[config.mk]
export PLATFORM = sky130hd
export DESIGN_NAME = sort4_sequencer
export DESIGN_NICKNAME = d
export VERILOG_FILES = /design/src/rtl/sort4_sequencer.sv
export SDC_FILE = /design/constraint.sdc
export NUM_CORES = 1
export LEC_CHECK = 0
export CAP_MARGIN = 20
export CORE_MARGIN = 2
export CORE_UTILIZATION = 55
export CTS_CLUSTER_SIZE = 10
export DETAILED_ROUTE_END_ITERATION = 12
export PLACE_DENSITY_LB_ADDON = 0.15
export SETUP_SLACK_MARGIN = 0.3
export SLEW_MARGIN = 0
export SYNTH_ARGS = -nofsm -noshare
export SYNTH_HDL_FRONTEND = slang
export SYNTH_SLANG_ARGS = --single-unit
export TNS_END_PERCENT = 5
[constraint.sdc]
create_clock -name clk -period 6.31 [get_ports clk]
set_input_delay 0.9465 -clock clk [delete_from_list [all_inputs] [get_ports clk]]
set_output_delay 0.9465 -clock clk [all_outputs]
set_load 0.005 [all_outputs]
[src/rtl/sort4_sequencer.sv]
// sort4_sequencer: sorts four W-bit keys ascending by stepping one compare-and-swap
// unit through a fixed six-step bubble network, reporting the swap count.
module sort4_sequencer #(
  parameter int W = 2
) (
  input  logic           clk,
  input  logic           rst_n,
  input  logic           in_valid,
  output logic           in_ready,
  input  logic [4*W-1:0] in_data,
  output logic           out_valid,
  input  logic           out_ready,
  output logic [4*W-1:0] out_data,
  output logic [2:0]     swaps,
  output logic           busy
);
  typedef enum logic [1:0] {IDLE, SORT, DONE} state_t;
  state_t r_state, w_next;
  logic [W-1:0] r_k [4];
  logic [2:0] r_step, r_swaps;
  logic [1:0] w_li, w_ri;
  logic w_gt;
  always_ff @(posedge clk or negedge rst_n)
    if (!rst_n) r_state <= IDLE;
    else r_state <= w_next;
  always_comb
    w_next = (r_state == IDLE && in_valid)       ? SORT :
             (r_state == SORT && r_step == 3'd5) ? DONE :
             (r_state == DONE && out_ready)      ? IDLE : r_state;
  always_comb begin
    in_ready  = r_state == IDLE;
    out_valid = r_state == DONE;
    busy      = r_state != IDLE;
    out_data  = {r_k[0], r_k[1], r_k[2], r_k[3]};
    swaps     = r_swaps;
  end
  // Step pairs: 0,3,5 -> (r0,r1); 1,4 -> (r1,r2); 2 -> (r2,r3)
  always_comb begin
    w_li = (r_step == 3'd1 || r_step == 3'd4) ? 2'd1 : (r_step == 3'd2) ? 2'd2 : 2'd0;
    w_ri = w_li + 2'd1;
    w_gt = r_k[w_li] > r_k[w_ri];
  end
  always_ff @(posedge clk or negedge rst_n)
    if (!rst_n) begin
      r_k     <= '{default: '0};
      r_step  <= '0;
      r_swaps <= '0;
    end else if (r_state == IDLE && in_valid) begin
      r_k[0]  <= in_data[4*W-1:3*W];
      r_k[1]  <= in_data[3*W-1:2*W];
      r_k[2]  <= in_data[2*W-1:W];
      r_k[3]  <= in_data[W-1:0];
      r_step  <= '0;
      r_swaps <= '0;
    end else if (r_state == SORT) begin
      r_step <= r_step + 3'd1;
      if (w_gt) begin
        r_k[w_li] <= r_k[w_ri];
        r_k[w_ri] <= r_k[w_li];
        r_swaps   <= r_swaps + 3'd1;
      end
    end
endmodule

==> flow_metrics.tcl, run 1 <==
set metrics [dict create \
    diodes 0 \
    via_count 1194 \
    final_cell_area_sq_mm 0.00161 \
    synthCells 146 \
    synth_area_sq_mm 0.00132 \
    htree_levels 1 \
    postCtsHoldBufs 0 \
    hold_slack_ns 0.491 \
    grt_pass1_vias 1091 \
    dr.first_iter.drc_count 54 \
    grt_pass1_wl_um 5040 \
    power_mw 1.05 \
    setup_violations 0 \
    cts-buffers-inserted 3 \
    wl_um 2970 \
    post-place-ws_ns 3.06 \
    io_pins 26 \
    hold_viol 0 \
    synthArstFlopShare_pct 100 \
    clk_path_buf_depth 2 \
    maxCapViolations 0 \
    clkLatencyLatePin_ns 0.30 \
    firstDrtPassIters 4 \
    detail-route-antenna-nets 0 \
    powerDensity_mw_per_mm2 655 \
    yosys_register_bits 16 \
    wire_per_inst_um 15.1 \
    drc 0 \
    min_path_type "flip-flop to flip-flop" \
    cts.sinks 16 \
    synth_cell_types 49 \
    critPathSlowestCell "dfrtp_1" \
    avgViaCountPerCell 6.06 \
    period_share_pct 52.9 \
    grt-ovfl-total 0 \
    worst_pin_slew_ns 0.781 \
    clk_pin_slew_ns 0.10 \
    grt_max_degree 22 \
    required_ns 6.53 \
    antenna_found_initial 0 \
    area_delta_synth_final_pct 21.5 \
    rsz0062_at_grt "no" \
    wl_met2_um 1370 \
    port_buffers 25 \
    core_sq_mm 0.00223 \
    status "finished clean" \
    crit_chain "inv_1 -> ha_1 -> nor2_1 -> o21ai_2 -> mux2i_1 -> mux2i_1 -> ha_1 -> nor2_1 -> a221oi_1 -> o22ai_2 -> nand2_1 -> a211oi_2" \
    grt.total_usage_pct 24.6 \
    layout_min_cycle_time_ns 3.34 \
    cts_setup_buffers 0 \
    setup.worst_path.class "flip-flop to flip-flop" \
    cts-resized-gates 0 \
    clockRootBuffer "clkbuf_4" \
    syn_avg_cell_area_sq_um 9.06 \
    top_layer "met4" \
    synth-edff-count 0 \
    setup_slack_ns 2.97 \
    synth-main-ff-cell "dfrtp_1" \
    yosysWarningCount 0 \
    initial_utilization_pct 59.2 \
    skew_ns 0.00622 \
    m1WireLength_um 1380 \
    max_freq_mhz 300 \
    syn_nets 166 \
    fin_setup_tns_ns 0 \
    ir_drop_v 0.000369 \
    drv_slew 0 \
    relSlewSlack_pct 47.9 \
    critPathMaxStageDelay_ns 0.43 \
    place_congestion 0.893 \
    p_leak_nw 0.693 \
    hpwl_um 2200 \
    fillers 177 \
    rows 17 \
    dieArea_sq_mm 0.00281 \
    die_width_um 53.0 \
    wl_met3_um 173 \
    cp-start-kind "flip-flop" \
    drive_above_1_share_pct 11.2 \
    ys_seq_area_share_pct 30.3 \
    cts_tree "yes" \
    place_area_sq_mm 0.00157 \
    endpoint_kind "flip-flop" \
    die_h_um 53.0 \
    final_nets 190 \
    path_max_fanout 12 \
    crit_arrival_ns 3.55 \
]
## power by group
part / internal, mW / switching (mW) / total, mW / leakage [nW]
clock: 0.0352 / 0.0364 / 0.0716 / 0.0210
combinational: 0.354 / 0.392 / 0.746 / 0.480
sequential: 0.152 / 0.0831 / 0.235 / 0.193
## critical path, delay by kind of cell (launching register included)
family	cells	cell delay (ns)
adders and majority gates	2	0.58
and+or+nand+nor	3	0.57
buffers and inverters	1	0.13
DFF	1	0.43
AOI/OAI and AO/OA	4	1.12
muxes	2	0.41
## cells by family after synthesis
group / after synthesis / share of synthesized area, %
compound gates: 45 / 25.2
fa+ha+maj: 9 / 8.42
buf+inv: 12 / 4.54
flops: 16 / 30.3
mux: 11 / 10.3
simple gates: 53 / 21.3
## state kept, by name, summed over array words and instances, names as in the netlist
register	flops
r_step	3
r_state	2
out_data	8
swaps	3
## final timing paths
path | start | end | slack [ns] | cells past startpoint
max | r_step[1] | out_data[0] | 2.97 | 12
max in group asynchronous | rst_n | out_data[6] | 4.75 | 1
max reg2reg | r_step[1] | out_data[0] | 2.97 | 12
min in group asynchronous | rst_n | r_state[1] | 1.08 | 1
min reg2reg | swaps[2] | swaps[2] | 0.49 | 1
min | swaps[2] | swaps[2] | 0.49 | 1
## cell usage after synthesis (2+ instances only)
| library cell | count | share of area (%) |
|---|---|---|
| clkbuf_1 | 4 | 1.1 |
| o21ai_1 | 5 | 1.9 |
| o21ai_0 | 6 | 2.3 |
| a21oi_2 | 3 | 2.0 |
| a22o_1 | 2 | 1.3 |
| nand2_1 | 15 | 4.3 |
| mux2i_4 | 2 | 3.4 |
| nor2b_1 | 6 | 2.8 |
| buf_6 | 2 | 1.7 |
| and3_1 | 3 | 1.4 |
| nor2_1 | 10 | 2.8 |
| dfrtp_1 | 16 | 30 |
| ha_1 | 8 | 7.6 |
| nand3_1 | 3 | 1.1 |
| o31ai_1 | 2 | 1.1 |
| a22oi_1 | 3 | 1.7 |
| a21bo_1 | 2 | 1.5 |
| nand3_2 | 2 | 1.5 |
| nand2b_1 | 4 | 1.9 |
| inv_1 | 6 | 1.7 |
| a21oi_1 | 6 | 2.3 |
| mux2i_1 | 8 | 6.1 |
| nor3_1 | 2 | 0.76 |
## metal layers
metal / global-route usage (%) / vias up
li1: - / 583
met1: 34.0 / 561
met2: 37.7 / 45
met3: 3.95 / 5
met4: 10.3 / 0
met5: 0 / -
## area by class of cell
type	instances	area [sq um]	area share, %
flip-flops and latches	16	400	24.9
multi-input cells	118	862	53.7
clock buffers	4	36.3	2.26
inverters	6	22.5	1.40
well taps	28	35.0	2.18
repair buffers	25	250	15.6
## placed cells by master (no fill, tap or decap), drive strengths merged, types with 2 or more instances in the layout
cell type | Yosys | final
nand2b | 4 | 4
nor2b | 6 | 6
nor2 | 10 | 10
dfrtp | 16 | 16
a22oi | 3 | 3
nor3 | 3 | 3
ha | 8 | 8
a22o | 2 | 2
a21bo | 2 | 2
and3 | 3 | 3
o31ai | 2 | 2
mux2i | 10 | 10
clkbuf | 4 | 4
nand3 | 5 | 5
inv | 6 | 6
o211ai | 2 | 2
o21ai | 12 | 12
a21oi | 9 | 9
nand2 | 16 | 16
clkdlybuf4s50 | 0 | 25
## per-stage QoR
step | std cells | utilization, %
floorplan | 146 | -
global placement | 193 | 70.3
detailed placement | 193 | 70.3
CTS | 197 | 71.9
global route | 197 | 71.9
finish | 197 | 71.9
Note: power is estimated with default switching activity, not from simulation.
==> run 2, diff against run 1 <==
- CORE_UTILIZATION: 55 -> 51
- clock period: 6.31 -> 3.2 ns (I/O delays scaled with it)
==> flow_metrics.tcl, run 2 (same netlist as run 1, synthesis figures left out) <==
set metrics [dict create \
    status "finished clean" \
    fin_cells 208 \
    rr_startpoint "r_step[0]" \
    initial_utilization_pct 53.4 \
    fillers 194 \
    grt_pass1_wl_um 5290 \
    use_met1_pct 35.3 \
    clkLatencyLatePin_ns 0.28 \
    cp_common_cell "buf_4" \
    area_delta_synth_final_pct 32.1 \
    critPathSlowestCell "dfrtp_2" \
    crit_arrival_ns 2.91 \
    r2r_end "out_data[2]" \
    rsz0062_at_grt "no" \
    firstDrtPassIters 5 \
    hold_viol 0 \
    cts_tree "yes" \
    via_count 1261 \
    dieArea_sq_mm 0.00302 \
    setup_violations 0 \
    wl_um 3540 \
    required_ns 3.34 \
    place_congestion 0.882 \
    detail-route-antenna-nets 0 \
    endpoint_kind "flip-flop" \
    grt_use_met3_pct 3.23 \
    grt.total_usage_pct 24.9 \
    min_path_cells 1 \
    drv_slew 0 \
    antenna_found_initial 0 \
    grt.busiest_layer "met2" \
    max_freq_mhz 361 \
    clk_path_buf_depth 2 \
    final_nets 199 \
    regArea_sq_um 403 \
    relSlewSlack_pct 48.5 \
    clk_pin_slew_ns 0.09 \
    period_share_pct 86.6 \
    port_buffers 25 \
    drive_above_1_share_pct 22.5 \
    diodes 0 \
    final_cell_mix "clkdlybuf4s50_1, nand2_1, dfrtp_1" \
    htree_levels 1 \
    grt_max_degree 17 \
    grt_pass1_vias 1086 \
    clockRootBuffer "clkbuf_4" \
    hold_path_startpoint "swaps[2]" \
    avgViaCountPerCell 6.06 \
    met2_usage_pct 40.7 \
    cts-buffers-inserted 3 \
    core_sq_mm 0.00248 \
    die_h_um 54.9 \
    multi_input_area_sq_um 917 \
    drc 0 \
    grt-ovfl-total 0 \
    wire_per_inst_um 17.0 \
    cp-start-kind "flip-flop" \
    skew_ns 0.0107 \
    min_path_type "flip-flop to flip-flop" \
    path_max_fanout 8 \
    fin_setup_tns_ns 0 \
    setup.worst_path.class "flip-flop to flip-flop" \
    maxCapViolations 0 \
    die_width_um 54.9 \
    post-place-cells 198 \
    layout_min_cycle_time_ns 2.77 \
    min_to "swaps[2]" \
    rows 18 \
    io_pins 26 \
    largest_reg_flops 8 \
    r2r_cells 13 \
    critPathMaxStageDelay_ns 0.42 \
    postCtsHoldBufs 0 \
    worst_pin_slew_ns 0.770 \
    dr.first_iter.drc_count 57 \
    crit_chain "buf_4 -> ha_4 -> nor2_2 -> o21ai_2 -> buf_4 -> o221ai_2 -> ha_1 -> nor2_4 -> buf_4 -> maj3_2 -> nand3_2 -> nor3_2 -> o31ai_1" \
    hpwl_um 2490 \
    r2r_slack_ns 0.43 \
    final_common_cell "clkdlybuf4s50_1" \
    cts.sinks 16 \
]
## run 2: changes by cell type in the layout (fill, tap and decap cells not counted), sizes merged
| cell | previous run | this run |
|---|---|---|
| buf | 0 | 9 |
## run 2: per-stage QoR
step	hold WS [ns]	util (%)	area [sq um]	setup slack, ns
floorplan	0.184	-	1320	0.434
global placement	0.464	64.4	1600	0.272
detailed placement	0.469	64.4	1600	0.0906
CTS	0.488	68.6	1700	0.317
global route	0.520	70.5	1750	0.297
finish	0.483	70.5	1750	0.429
## run 2: critical path, delay by kind of cell (launching register included)
family,cells,cell delay [ns]
compound gates,3,0.42
fa+ha+maj,3,0.71
buf+inv,3,0.47
simple gates,4,0.61
flops,1,0.42
## run 2: what timing repair did
| action | in CTS | in global routing |
|---|---|---|
| setup buffers | 4 | 2 |
| pin swaps | 2 | 2 |
| hold endpoints to repair | 0 | 0 |
| resized for setup | 6 | 9 |
| setup endpoints to repair | 11 | 11 |
## run 2: how the worst max path moves through the flow
stage / startpoint / end / depth (start not counted)
after floorplan: r_step[1] / swaps[1] / 13
after global placement: r_step[1] / out_data[0] / 11
after detailed placement: r_step[1] / out_data[0] / 12
after CTS: r_step[1] / out_data[2] / 13
after global routing: r_step[0] / out_data[0] / 13
final: r_step[0] / out_data[2] / 13
## run 2: final cells by class
| cell class | count | share of cell area [%] |
|---|---|---|
| Multi-Input combinational cell | 118 | 52.5 |
| Inverter | 6 | 1.29 |
| Clock buffer | 4 | 2.08 |
| Timing Repair Buffer | 34 | 18.9 |
| Tap cell | 30 | 2.15 |
| Sequential cell | 16 | 23.1 |
## run 2: per-layer routing
metal,routed length (um),share of wire [%]
met5,0,0
met4,13,0.37
met3,174,4.9
met2,1760,50
met1,1590,45
Power of run 2 is left out: the tool's default activity adds up to more than one toggle a clock period on the data nets, which glitch-free logic cannot reach.
==> run 3, diff against run 2 <==
- CELL_PAD_IN_SITES_DETAIL_PLACEMENT: unset -> 1
- CELL_PAD_IN_SITES_GLOBAL_PLACEMENT: unset -> 1
- CORE_UTILIZATION: 51 -> 39
==> flow_metrics.tcl, run 3 (same netlist as run 1, synthesis figures left out) <==
set metrics [dict create \
    status "finished clean" \
    core_sq_mm 0.00328 \
    dr.first_iter.drc_count 70 \
    worst-path-buf-inv 2 \
    cts_tree "yes" \
    final_common_cell "clkdlybuf4s50_1" \
    hold_viol 0 \
    rsz0062_at_grt "no" \
    drv_slew 0 \
    grt.total_usage_pct 21.5 \
    cts-buffers-inserted 3 \
    clkLatencyLatePin_ns 0.30 \
    layout_min_cycle_time_ns 2.91 \
    cts.sinks 16 \
    final_cell_mix "clkdlybuf4s50_1, nand2_1, buf_4, dfrtp_1, nor2_1" \
    place_congestion 0.833 \
    wl_met2_um 2350 \
    rows 21 \
    grt-ovfl-total 0 \
    wire_per_inst_um 19.8 \
    diodes 0 \
    cp-start-kind "flip-flop" \
    clockRootBuffer "clkbuf_4" \
    antenna_found_initial 0 \
    critPathSlowestCell "dfrtp_1" \
    crit_arrival_ns 3.14 \
    avgViaCountPerCell 5.85 \
    wl_um 4560 \
    top_layer "met4" \
    io_pins 26 \
    grt_pass1_vias 1335 \
    via_count 1345 \
    area_delta_synth_final_pct 37.6 \
    period_share_pct 91.0 \
    skew_ns 0.00449 \
    die_width_um 62.2 \
    max_freq_mhz 343 \
    required_ns 3.42 \
    initial_utilization_pct 40.3 \
    path_max_fanout 6 \
    largest_reg_flops 8 \
    setup_violations 0 \
    setup.worst_path.class "flip-flop to flip-flop" \
    maxCapViolations 0 \
    worst_pin_slew_ns 0.818 \
    fin_setup_tns_ns 0 \
    drc 0 \
    die_h_um 62.2 \
    hpwl_um 2950 \
    crit_chain "inv_2 -> ha_4 -> nor2_2 -> o21ai_4 -> mux2i_2 -> mux2i_1 -> ha_1 -> nor2_4 -> a221oi_2 -> o22ai_2 -> buf_6 -> and3_1 -> a211oi_2" \
    port_buffers 25 \
    drive_above_1_share_pct 25.0 \
    grt_pass1_wl_um 6490 \
    relSlewSlack_pct 45.3 \
    critPathMaxStageDelay_ns 0.43 \
    htree_levels 1 \
    postCtsHoldBufs 0 \
    clk_path_buf_depth 2 \
    detail-route-antenna-nets 0 \
    endpoint_kind "flip-flop" \
    grt_max_degree 17 \
    wl_met3_um 124 \
    dieArea_sq_mm 0.00387 \
    final_nets 205 \
    firstDrtPassIters 4 \
    cpLargestDelayFamily "compound AO/OA/AOI/OAI gates" \
    min_path_type "flip-flop to flip-flop" \
    m1WireLength_um 1990 \
    clk_pin_slew_ns 0.10 \
]
-- run 3: cell types whose count changed in the layout (fill, tap and decap cells not counted), sizes merged --
cell | before | now
buf | 9 | 15
-- run 3: area by class of cell --
cell class              count  area (sq um)
clock buffers               4          36.3
fillers                   391          1470
inverters                   6          25.0
multi-input cells         118           931
flip-flops and latches     16           403
well taps                  46          57.6
repair buffers             40           367
-- run 3: stage by stage --
step	instances	setup slack [ns]	hold slack, ns	utilization [%]	cell area (sq um)
floorplan	146	0.434	0.184	-	1320
global placement	217	0.335	0.462	49.9	1640
detailed placement	217	0.182	0.479	49.9	1640
CTS	223	0.289	0.499	51.9	1700
global route	230	0.224	0.540	55.4	1820
finish	230	0.288	0.491	55.4	1820
-- run 3: path summary, 6_finish.rpt --
check / to / slack (ns) / cells after the start / from
max: out_data[0] / 0.29 / 13 / r_step[1]
min: swaps[2] / 0.49 / 1 / swaps[2]
max reg2reg: out_data[0] / 0.29 / 13 / r_step[1]
min reg2reg: swaps[2] / 0.49 / 1 / swaps[2]
max in group asynchronous: r_step[2] / 1.99 / 1 / rst_n
min in group asynchronous: swaps[1] / 0.64 / 1 / rst_n
-- run 3: worst register-to-register path: stages, from the launching register on --
cell      delay, ns
dfrtp_1        0.43
inv_2          0.15
ha_4           0.16
nor2_2         0.06
o21ai_4        0.24
mux2i_2        0.33
mux2i_1        0.13
ha_1           0.33
nor2_4         0.07
a221oi_2       0.30
o22ai_2        0.16
buf_6          0.16
and3_1         0.16
a211oi_2       0.18
-- run 3: per-layer routing --
| layer | up-vias | track usage (%) |
|---|---|---|
| li1 | 611 | - |
| met1 | 692 | 26.6 |
| met2 | 29 | 39.0 |
| met3 | 13 | 2.17 |
| met4 | 0 | 7.22 |
| met5 | - | 0 |
-- run 3: repair_timing --
action	CTS	global route
endpoints found under the setup margin	10	11
cloned	0	1
buffers inserted	2	6
hold endpoints to repair	0	0
pin swaps	1	5
gates resized for setup	3	17
Power of run 3 is left out for the same reason.
